--- config.mk ---
export PLATFORM = sky130hd
export DESIGN_NAME = cc_stack_flat
export DESIGN_NICKNAME = d
export VERILOG_FILES = /design/src/rtl/cc_stack_if.sv /design/src/rtl/cc_stack.sv /design/src/flat_wrapper.sv
export SDC_FILE = /design/constraint.sdc
export NUM_CORES = 1
export LEC_CHECK = 0
export ABC_CLOCK_PERIOD_IN_PS = 2600
export CAP_MARGIN = 20
export CORE_AREA = 2 2 49 51
export DETAILED_ROUTE_END_ITERATION = 6
export DIE_AREA = 0 0 51 53
export PLACE_DENSITY_LB_ADDON = 0.08
export SETUP_SLACK_MARGIN = 0.4
export SYNTH_ARGS = -nofsm -noshare
export SYNTH_HDL_FRONTEND = slang
export SYNTH_SLANG_ARGS = --single-unit
--- constraint.sdc ---
create_clock -name clk -period 2.6 [get_ports clk]
set_input_delay 0.52 -clock clk [delete_from_list [all_inputs] [get_ports clk]]
set_output_delay 0.52 -clock clk [all_outputs]
set_load 0.01 [all_outputs]
--- src/rtl/cc_stack_if.sv ---
// Handshake bundle for the condition-code unit: control/data into the unit,
// registered codes, branch decision and stack status back out.
interface cc_stack_if #(
    parameter int unsigned WIDTH = 16,
    parameter int unsigned DEPTH = 4
);
    localparam int unsigned LW = $clog2(DEPTH + 1);

    logic             LD_CC;
    logic [WIDTH-1:0] data;
    logic             push;
    logic             pop;
    logic             clear_err;
    logic [2:0]       br_mask;
    logic             N;
    logic             Z;
    logic             P;
    logic             br_taken;
    logic [LW-1:0]    level;
    logic             ovf;
    logic             unf;

    modport master (
        output LD_CC, data, push, pop, clear_err, br_mask,
        input  N, Z, P, br_taken, level, ovf, unf
    );

    modport slave (
        input  LD_CC, data, push, pop, clear_err, br_mask,
        output N, Z, P, br_taken, level, ovf, unf
    );
endinterface

--- src/rtl/cc_stack.sv ---
// Condition-code register with N/Z/P classification, branch evaluation and a
// LIFO save/restore stack with sticky overflow/underflow flags.
module cc_stack #(
    parameter int unsigned WIDTH = 16,
    parameter int unsigned DEPTH = 4
) (
    input logic        clk,
    input logic        reset,
    cc_stack_if.slave  bus
);
    localparam int unsigned LW = $clog2(DEPTH + 1);
    localparam int unsigned IW = (DEPTH > 1) ? $clog2(DEPTH) : 1;

    logic [2:0]    cc_q, cc_d;
    logic [LW-1:0] level_q, level_d;
    logic          ovf_q, ovf_d;
    logic          unf_q, unf_d;
    logic [2:0]    stack_q [DEPTH];

    logic          full, empty;
    logic          push_only, pop_only;
    logic          do_push, do_pop;
    logic [2:0]    data_cc;
    logic [IW-1:0] push_idx, pop_idx;

    assign full      = (level_q == LW'(DEPTH));
    assign empty     = (level_q == '0);
    // A simultaneous push and pop cancel out entirely.
    assign push_only = bus.push & ~bus.pop;
    assign pop_only  = bus.pop & ~bus.push;
    assign do_push   = push_only & ~full;
    assign do_pop    = pop_only & ~empty;
    assign push_idx  = IW'(level_q);
    assign pop_idx   = IW'(level_q - LW'(1));

    always_comb begin
        data_cc[2] = bus.data[WIDTH-1];
        data_cc[1] = (bus.data == '0);
        data_cc[0] = ~data_cc[2] & ~data_cc[1];
    end

    always_comb begin
        cc_d    = cc_q;
        level_d = level_q;
        ovf_d   = bus.clear_err ? 1'b0 : ovf_q;
        unf_d   = bus.clear_err ? 1'b0 : unf_q;
        if (do_pop) begin
            cc_d    = stack_q[pop_idx];
            level_d = level_q - LW'(1);
        end else if (bus.LD_CC) begin
            cc_d = data_cc;
        end
        if (do_push) level_d = level_q + LW'(1);
        if (push_only && full) ovf_d = 1'b1;
        if (pop_only && empty) unf_d = 1'b1;
    end

    always_ff @(posedge clk or posedge reset) begin
        if (reset) begin
            cc_q    <= 3'b000;
            level_q <= '0;
            ovf_q   <= 1'b0;
            unf_q   <= 1'b0;
        end else begin
            cc_q    <= cc_d;
            level_q <= level_d;
            ovf_q   <= ovf_d;
            unf_q   <= unf_d;
        end
    end

    // Stack contents are don't-care after reset, so no reset term here.
    always_ff @(posedge clk) begin
        if (do_push) stack_q[push_idx] <= cc_q;
    end

    assign bus.N        = cc_q[2];
    assign bus.Z        = cc_q[1];
    assign bus.P        = cc_q[0];
    assign bus.br_taken = |(bus.br_mask & cc_q);
    assign bus.level    = level_q;
    assign bus.ovf      = ovf_q;
    assign bus.unf      = unf_q;
endmodule

--- src/flat_wrapper.sv ---
// flat-port wrapper written by rule: the top's interface ports become plain ports
module cc_stack_flat 
#(
    parameter int unsigned WIDTH = 16,
    parameter int unsigned DEPTH = 4
)
  (clk, reset, bus_LD_CC, bus_data, bus_push, bus_pop, bus_clear_err, bus_br_mask, bus_N, bus_Z, bus_P, bus_br_taken, bus_level, bus_ovf, bus_unf);
  cc_stack_if #(.WIDTH(WIDTH), .DEPTH(DEPTH)) bus_i ();
  input logic clk;
  input logic reset;
  input wire logic [$bits(bus_i.LD_CC)-1:0] bus_LD_CC;
  input wire logic [$bits(bus_i.data)-1:0] bus_data;
  input wire logic [$bits(bus_i.push)-1:0] bus_push;
  input wire logic [$bits(bus_i.pop)-1:0] bus_pop;
  input wire logic [$bits(bus_i.clear_err)-1:0] bus_clear_err;
  input wire logic [$bits(bus_i.br_mask)-1:0] bus_br_mask;
  output wire logic [$bits(bus_i.N)-1:0] bus_N;
  output wire logic [$bits(bus_i.Z)-1:0] bus_Z;
  output wire logic [$bits(bus_i.P)-1:0] bus_P;
  output wire logic [$bits(bus_i.br_taken)-1:0] bus_br_taken;
  output wire logic [$bits(bus_i.level)-1:0] bus_level;
  output wire logic [$bits(bus_i.ovf)-1:0] bus_ovf;
  output wire logic [$bits(bus_i.unf)-1:0] bus_unf;
  assign bus_i.LD_CC = bus_LD_CC;
  assign bus_i.data = bus_data;
  assign bus_i.push = bus_push;
  assign bus_i.pop = bus_pop;
  assign bus_i.clear_err = bus_clear_err;
  assign bus_i.br_mask = bus_br_mask;
  assign bus_N = bus_i.N;
  assign bus_Z = bus_i.Z;
  assign bus_P = bus_i.P;
  assign bus_br_taken = bus_i.br_taken;
  assign bus_level = bus_i.level;
  assign bus_ovf = bus_i.ovf;
  assign bus_unf = bus_i.unf;
  cc_stack #(.WIDTH(WIDTH), .DEPTH(DEPTH)) u_core (.clk(clk), .reset(reset), .bus(bus_i));
endmodule
# Word-level counts from Yosys, hierarchy flattened
# Memories as Yosys holds them, arrays and structs flattened.
# Cells that the tools add are included.
# word_totals
reg_bits	8
mem_bits_rw	12
input_bits	25
output_inout_bits	9
elab_cells	38
memories	1
# memory_table
memory	depth	width	read_ports	rd_ports_with_merged_regs	wr	line	source
u_core.stack_q	4	3	1	0	1	cc_stack.sv:18	logic [2:0] stack_q [DEPTH];
# classes
n_addsub	2
eq_ne	1
n_mux	9
bitwise_logic	12
n_reduce_logical	9
# ops
op	n
$logic_not A16 Y1	1
$mux W3	4
$reduce_bool A2 Y1	4
$not A1 Y1	6
$and A1 B1 Y1	5
$mux W1	5
$add A3 B1 Y3 const B	1
$and A3 B3 Y3	1
$eq A3 B3 Y1 const B	1
$logic_not A3 Y1	1
$reduce_or A3 Y1	1
$sub A3 B1 Y3 const B	1
$logic_and A1 B1 Y1	2

# Depth between registers and ports, before layout
# Gate-level depths: netlist of run 1.
# depth
ltp_word	5
depth_mapped	7
ltp_nobuf	6

# Worst setup path after synthesis of run 1
# Ideal clock, no wire load.
# synth_path
path_type	register to register
startpoint	reg u_core.level_q[0] (netlist: u_core.bus.level[0])
endpoint	mem u_core.stack_q[1][0], enable pin
setup_ns	0.303
arrival_time_ns	1.514
required_ns	2.297
slack_ns	0.782
path_stages_with_launch	6
path_buffers	1
synth_period_minus_slack_ns	1.818
cell_sequence	dfrtp_1 > buf_2 > inv_1 > ha_1 > a21oi_1 > and2_1
# synth_via
elab_chain_len	5
# synth_lines
item	line	source
from (decl)	cc_stack.sv:15	logic [LW-1:0] level_q, level_d;
from (signal assigned)	cc_stack.sv:66	level_q <= level_d;
$eq A3 B3 Y1	cc_stack.sv:26	assign full = (level_q == LW'(DEPTH));
$not A1 Y1	cc_stack.sv:31	assign do_push = push_only & ~full;
$and A1 B1 Y1	cc_stack.sv:31	
$mux W1	cc_stack.sv:74	if (do_push) stack_q[push_idx] <= cc_q;
$mux W1 (not written as such)	cc_stack.sv:74	
to (decl)	cc_stack.sv:18	
# Several ways; a longest one is shown, not always the timed one.

# Worst setup path after layout of run 1
# layout_path
startpoint	in bus_br_mask[0]
endpoint	out bus_br_taken
# layout_via
elab_chain_len	2
# layout_lines
item	line	source
from (decl)	flat_wrapper.sv:16	input wire logic [$bits(bus_i.br_mask)-1:0] bus_br_mask;
$and A3 B3 Y3	cc_stack.sv:80	assign bus.br_taken = |(bus.br_mask & cc_q);
$reduce_or A3 Y1	cc_stack.sv:80	
to (decl)	flat_wrapper.sv:20	output wire logic [$bits(bus_i.br_taken)-1:0] bus_br_taken;
# No other way between the ends.

==> results of run 1 <==
## worst min path at each step
stage | from | slack (ps) | endpoint | depth (start not counted)
floorplan | reset | 340 | u_core.bus.level[0] | 1
global placement | u_core.bus.ovf | 520 | u_core.bus.ovf | 2
detailed placement | u_core.bus.ovf | 530 | u_core.bus.ovf | 2
CTS | reset | 470 | u_core.bus.unf | 2
global route | reset | 490 | u_core.bus.unf | 2
finish | reset | 470 | u_core.bus.level[2] | 2
## flip-flops by register name, indices dropped and copies added (netlist names)
name / flops
u_core.bus.level: 3
u_core.bus.ovf: 1
u_core.bus.unf: 1
u_core.cc_q: 3
u_core.stack_q: 12
## routing by layer
layer	wire [um]	vias up	part of all wire, %	GRT usage (%)
met3	197	2	9.3	4.80
met5	0	-	0	0
met4	17	0	0.81	6.76
met2	969	27	46	28.4
met1	923	335	44	22.6
li1	-	340	-	-
## cell families (layout without fill, tap and decap cells)
group,after synthesis,in the layout,share of synthesized area [%]
flops,20,20,57.8
xor+xnor,2,2,1.81
compound gates,13,13,9.68
mux,4,4,8.00
buf+inv,9,46,3.61
fa+ha+maj,5,5,6.45
simple gates,19,19,12.6
## cell usage after synthesis (2+ instances only)
cell,number
dfrtp_1,8
xnor2_1,2
nand2_1,4
edfxtp_1,12
nor2_1,3
o21ai_0,2
a21oi_1,3
inv_1,8
ha_1,5
and2_1,3
mux4_2,3
nand2b_1,2
nor4_1,4
## power breakdown
part           internal, W  switching (W)  total (W)
clock             0.000156      0.0000927   0.000248
sequential        0.000427      0.0000849   0.000512
combinational     0.000282       0.000209   0.000491
total             0.000865       0.000386    0.00125
## cell type report
type	instances	area (um2)
Clock buffer	3	22.5
Sequential cell	20	561
Timing Repair Buffer	34	337
Fill cell	170	759
Inverter	8	30.0
Multi-Input combinational cell	43	374
Clock inverter	1	30.0
Tap cell	28	35.0
## timing repair
action	CTS	global route
resized for setup	1	0
hold endpoints to repair	0	0
hold buffers	0	0
endpoints found under the setup margin	1	0
## critical path: cells and delay by family
family / cells / cell delay [ps]
buf+inv: 3 / 750
compound gates: 1 / 340
## stage by stage
step                util (%)  instances
floorplan                  -         72
global placement        62.3        133
detailed placement      62.3        133
CTS                     64.6        137
global route            64.6        137
finish                  64.6        137
==> run summary, run 1 <==
status: finished, final reports clean
Post-DP Area: 1340 um2
CP max FO: 1
worst rel slew slack: 75.4%
total gr overflow: 0
Worst Path Required: 2080 ps
drt drc: 0
initial antenna violation count: 0
hold slack: 466 ps
setup bufs post-CTS: 0
Tcrit/Tclk final: 82.2%
IO Count: 34
CP Launch Point: bus_br_mask[0]
synthesized flop and latch total: 20
CP Data Arrival Time: 1620 ps
via/cell ratio: 5.14
Crit-path slowest cell: clkdlybuf4s50_1
global placement routability congestion: 0.714
Total Power: 0.00125 W
Chip Width: 51 um
FP Rows: 17
total number of vias: 704
# H-tree levels: 1
VDD IR max: 0.760 mV
first-pass GRT wire length: 3350 um
Hold Vio Cnt, Final: 0
PD cells: 901 nW/um2
Ant. Diodes: 0
RR Endpoint: u_core.bus.level[2]
top post-synthesis cells by area: edfxtp_1 (37%), dfrtp_1 (21%), mux4_2 (7.0%), ha_1 (6.5%), inv_1 (3.1%)
maxcap violations: 0
critical path, cell by cell: clkdlybuf4s50_1 -> a222oi_1 -> inv_1 -> dlygate4sd2_1
Cell variety after synth: 26
EDFF count, synth: 12
top cell type's share of synthesized area: 37.2%
dominant cell type by area after synthesis: edfxtp_1
number of endpoints failing setup at the final stage: 0
antenna violation net count after detailed routing: 0
critical path capture point: bus_br_taken
initial core utilization: 45.1%
clock sink count: 20
RR Startpoint: u_core.bus.level[0]
post-route minimum period: 2140 ps
WL per Instance: 15.4 um
Critical Path End Type: output pin
Clock Skew: 1.60 ps
Total GRT Usage: 17.6%
pin count of the biggest net entering global routing: 13
Post-synth ARST share: 40.0%
Mapped Cells: 72
Worst-Margin Slew: 369 ps
worst-skew pair later-pin latency: 290 ps
syn avg cell area: 13.5 um2
dpl ws: 266 ps
register area share after synthesis: 57.8%
number of port buffers: 33
Syn-to-layout area delta: 43.2%
Yosys warnings: 0
DR iter-0 viols: 8
root buf cell: clkbuf_4
CP Class: in2out
core area: 2150 um2
reg-to-reg setup timing slack: 760 ps
Detail Placement HPWL: 1670 um
setup TNS: 0 ps
crit start category: primary input
syn_nets: 102
share of cells above drive strength 1: 11.0%
commonest non-fill, non-tap cell in the layout: clkdlybuf4s50_1
commonest non-fill, non-tap cells in the layout: clkdlybuf4s50_1 (32), edfxtp_1 (12), inv_1 (8), dfrtp_1 (8), ha_1 (5)
vias in the first global route: 701
Reg2Reg Depth: 6
Final Max Slew Viols: 0
total CTS buffers: 3
nets@finish: 140
maximum clock insertion buffer count: 2
DR pass1 iterations: 4
TritonCTS clock tree: yes
clock slew at reported path FFs: 110 ps
cell leakage power: 0.533 nW
hold crit path type: in2async
fmax: 468 MHz
final WL: 2110 um
cell area after synthesis: 970 um2
setup ws final: 464 ps
RSZ-0062 raised after global routing: false
Die Ht: 53 um
Synth Flop Type: edfxtp_1
crit-path max cell delay: 400 ps
post-route cell area: 1390 um2
die area: 2700 um2
No activity file was read; power rests on OpenSTA's default activity.
==> inputs of run 2 (changes only) <==
--- a/config.mk
+++ b/config.mk
@@ -5,11 +5,11 @@
 export SDC_FILE = /design/constraint.sdc
 export NUM_CORES = 1
 export LEC_CHECK = 0
-export ABC_CLOCK_PERIOD_IN_PS = 2600
+export ABC_CLOCK_PERIOD_IN_PS = 2080
 export CAP_MARGIN = 20
-export CORE_AREA = 2 2 49 51
+export CORE_AREA = 2 2 51 53
 export DETAILED_ROUTE_END_ITERATION = 6
-export DIE_AREA = 0 0 51 53
+export DIE_AREA = 0 0 53 55
 export PLACE_DENSITY_LB_ADDON = 0.08
 export SETUP_SLACK_MARGIN = 0.4
 export SYNTH_ARGS = -nofsm -noshare
==> constraint.sdc (replaced) <==
create_clock -name clk -period 2.08 [get_ports clk]
set_input_delay 0.416 -clock clk [delete_from_list [all_inputs] [get_ports clk]]
set_output_delay 0.416 -clock clk [all_outputs]
set_load 0.01 [all_outputs]
==> run 2 against run 1 <==
Against the previous run:
- combinational power is 55% higher
- first-iteration DRC count is 25% lower
- critical path depth is 1 lower
- worst hold slack worse by 120 ps
- total power is 33% higher
- register-to-register slack worse by 250 ps
- die area is 7.8% higher
- routed wire length is 6.0% higher
==> run summary, run 2 (synthesized netlist as in run 1, its figures left out) <==
Syn-to-layout area delta: 51.4% (was 43.2%)
CP Data Arrival Time: 1280 ps (was 1620 ps)
CP max FO: 3 (was 1)
initial core utilization: 41.0% (was 45.1%)
worst rel slew slack: 76.5% (was 75.4%)
Ant. Diodes: 0 (unchanged)
VDD IR max: 0.905 mV (was 0.760 mV)
hold crit path type: in2async (unchanged)
antenna violation net count after detailed routing: 0 (unchanged)
# H-tree levels: 1 (unchanged)
commonest non-fill, non-tap cells in the layout: clkdlybuf4s50_1 (25), edfxtp_1 (12), buf_4 (10) (was clkdlybuf4s50_1 (32), edfxtp_1 (12), inv_1 (8), dfrtp_1 (8), ha_1 (5))
Clock Skew: 9.78 ps (was 1.60 ps)
hold slack: 342 ps (was 466 ps)
status: finished, final reports clean (unchanged)
DR iter-0 viols: 6 (was 8)
root buf cell: clkbuf_4 (unchanged)
PD cells: 1130 nW/um2 (was 901 nW/um2)
total CTS buffers: 3 (unchanged)
Total GRT Usage: 16.6% (was 17.6%)
initial antenna violation count: 0 (unchanged)
setup TNS: 0 ps (unchanged)
Hold Vio Cnt, Final: 0 (unchanged)
area of the multi-input gates: 378 um2 (was 374 um2)
DR pass1 iterations: 4 (unchanged)
share of cells above drive strength 1: 21.2% (was 11.0%)
Detail Placement HPWL: 1650 um (was 1670 um)
clock slew at reported path FFs: 120 ps (was 110 ps)
post-route minimum period: 1700 ps
Worst-Margin Slew: 352 ps (was 369 ps)
vias in the first global route: 725 (was 701)
fmax: 588 MHz
maximum clock insertion buffer count: 2 (unchanged)
drt drc: 0 (unchanged)
die area: 2920 um2 (was 2700 um2)
Die Ht: 55 um (was 53 um)
TritonCTS clock tree: yes (unchanged)
Worst Path Required: 1660 ps (was 2080 ps)
WL per Instance: 15.1 um (was 15.4 um)
pin count of the biggest net entering global routing: 13 (unchanged)
number of port buffers: 33 (unchanged)
global placement routability congestion: 0.727 (was 0.714)
RSZ-0062 raised after global routing: true (was false)
CP Class: reg2out (was in2out)
FP Rows: 18 (was 17)
dpl ws: -26.0 ps (was 266 ps)
crit start category: register (was primary input)
worst-skew pair later-pin latency: 310 ps (was 290 ps)
RR Startpoint: u_core.bus.level[1] (was u_core.bus.level[0])
nets@finish: 149 (was 140)
Largest register FFs: 12 (unchanged)
Layout fillers: 213 (was 170)
Seq. cell area: 563 um2 (was 561 um2)
number of endpoints failing setup at the final stage: 0 (unchanged)
setup ws final: 379 ps (was 464 ps)
first-pass GRT wire length: 3310 um (was 3350 um)
final WL: 2230 um (was 2110 um)
CP Launch Point: u_core.cc_q[0] (was bus_br_mask[0])
Critical Path End Type: output pin (unchanged)
commonest non-fill, non-tap cell in the layout: clkdlybuf4s50_1 (unchanged)
CTS hold repair buffers: 0 (unchanged)
core area: 2360 um2 (was 2150 um2)
IO Count: 34 (unchanged)
maxcap violations: 0 (unchanged)
Chip Width: 53 um (was 51 um)
cell leakage power: 0.617 nW (was 0.533 nW)
Tcrit/Tclk final: 81.8%
via/cell ratio: 5.03 (was 5.14)
total number of vias: 745 (was 704)
clock sink count: 20 (unchanged)
Final Max Slew Viols: 0 (unchanged)
total gr overflow: 0 (unchanged)
Reg with most FFs: u_core.stack_q (unchanged)
run 2: cell count changes in the layout (fill, tap and decap cells not counted), sizes merged:
cell,before,now
clkdlybuf4s50,32,25
buf,1,11
dlymetal6s2s,0,4
dlygate4sd2,1,3
run 2: worst paths after layout:
kind / endpoint / slack, ps / cells past startpoint
max in group asynchronous: u_core.cc_q[1] / 1470 / 2
setup / recovery: bus_br_taken / 380 / 3
min in group clk: u_core.bus.ovf / 540 / 2
hold / removal: u_core.bus.level[0] / 340 / 2
hold reg to reg: u_core.bus.ovf / 540 / 2
setup reg to reg: u_core.bus.level[1] / 510 / 6
run 2: layout make-up:
type                    count  share of cell area [%]
clock buffers               3                    1.53
multi-input cells          43                    25.7
clock inverters             1                    2.05
flip-flops and latches     20                    38.4
repair buffers             43                    27.7
inverters                   8                    2.05
well taps                  30                    2.56
run 2: what timing repair did:
item                                    CTS  global route
buffers inserted                          5             1
pin swaps                                 1             1
resized for setup                         9             4
endpoints found under the setup margin    7             4
run 2: worst max-delay path, stage by stage (launching register included):
cell,delay [ps]
dfrtp_2,440
a222oi_1,350
inv_1,60
buf_2,140
run 2: routing by layer:
| layer | share of wire (%) | GRT usage (%) | vias up |
|---|---|---|---|
| li1 | - | - | 360 |
| met1 | 44 | 20.4 | 349 |
| met2 | 44 | 26.7 | 31 |
| met3 | 10 | 5.38 | 5 |
| met4 | 1.8 | 7.69 | 0 |
| met5 | 0 | 0 | - |
run 2: report_power, final:
| group | leakage (nW) | switching [W] | internal [W] | total, W |
|---|---|---|---|---|
| sequential | 0.206 | 0.0000465 | 0.000537 | 0.000583 |
| clock | 0.0279 | 0.000125 | 0.000195 | 0.000320 |
| combinational | 0.383 | 0.000350 | 0.000409 | 0.000759 |
| total | 0.617 | 0.000522 | 0.00114 | 0.00166 |
run 2: stage by stage:
stage               instances  power, W  cell area (um2)  utilization, %
global route              148   0.00177             1470            62.1
global placement          138   0.00131             1370            57.8
CTS                       147   0.00167             1450            61.3
floorplan                  72   0.00101              976               -
detailed placement        138   0.00131             1370            57.8
finish                    148   0.00166             1470            62.1
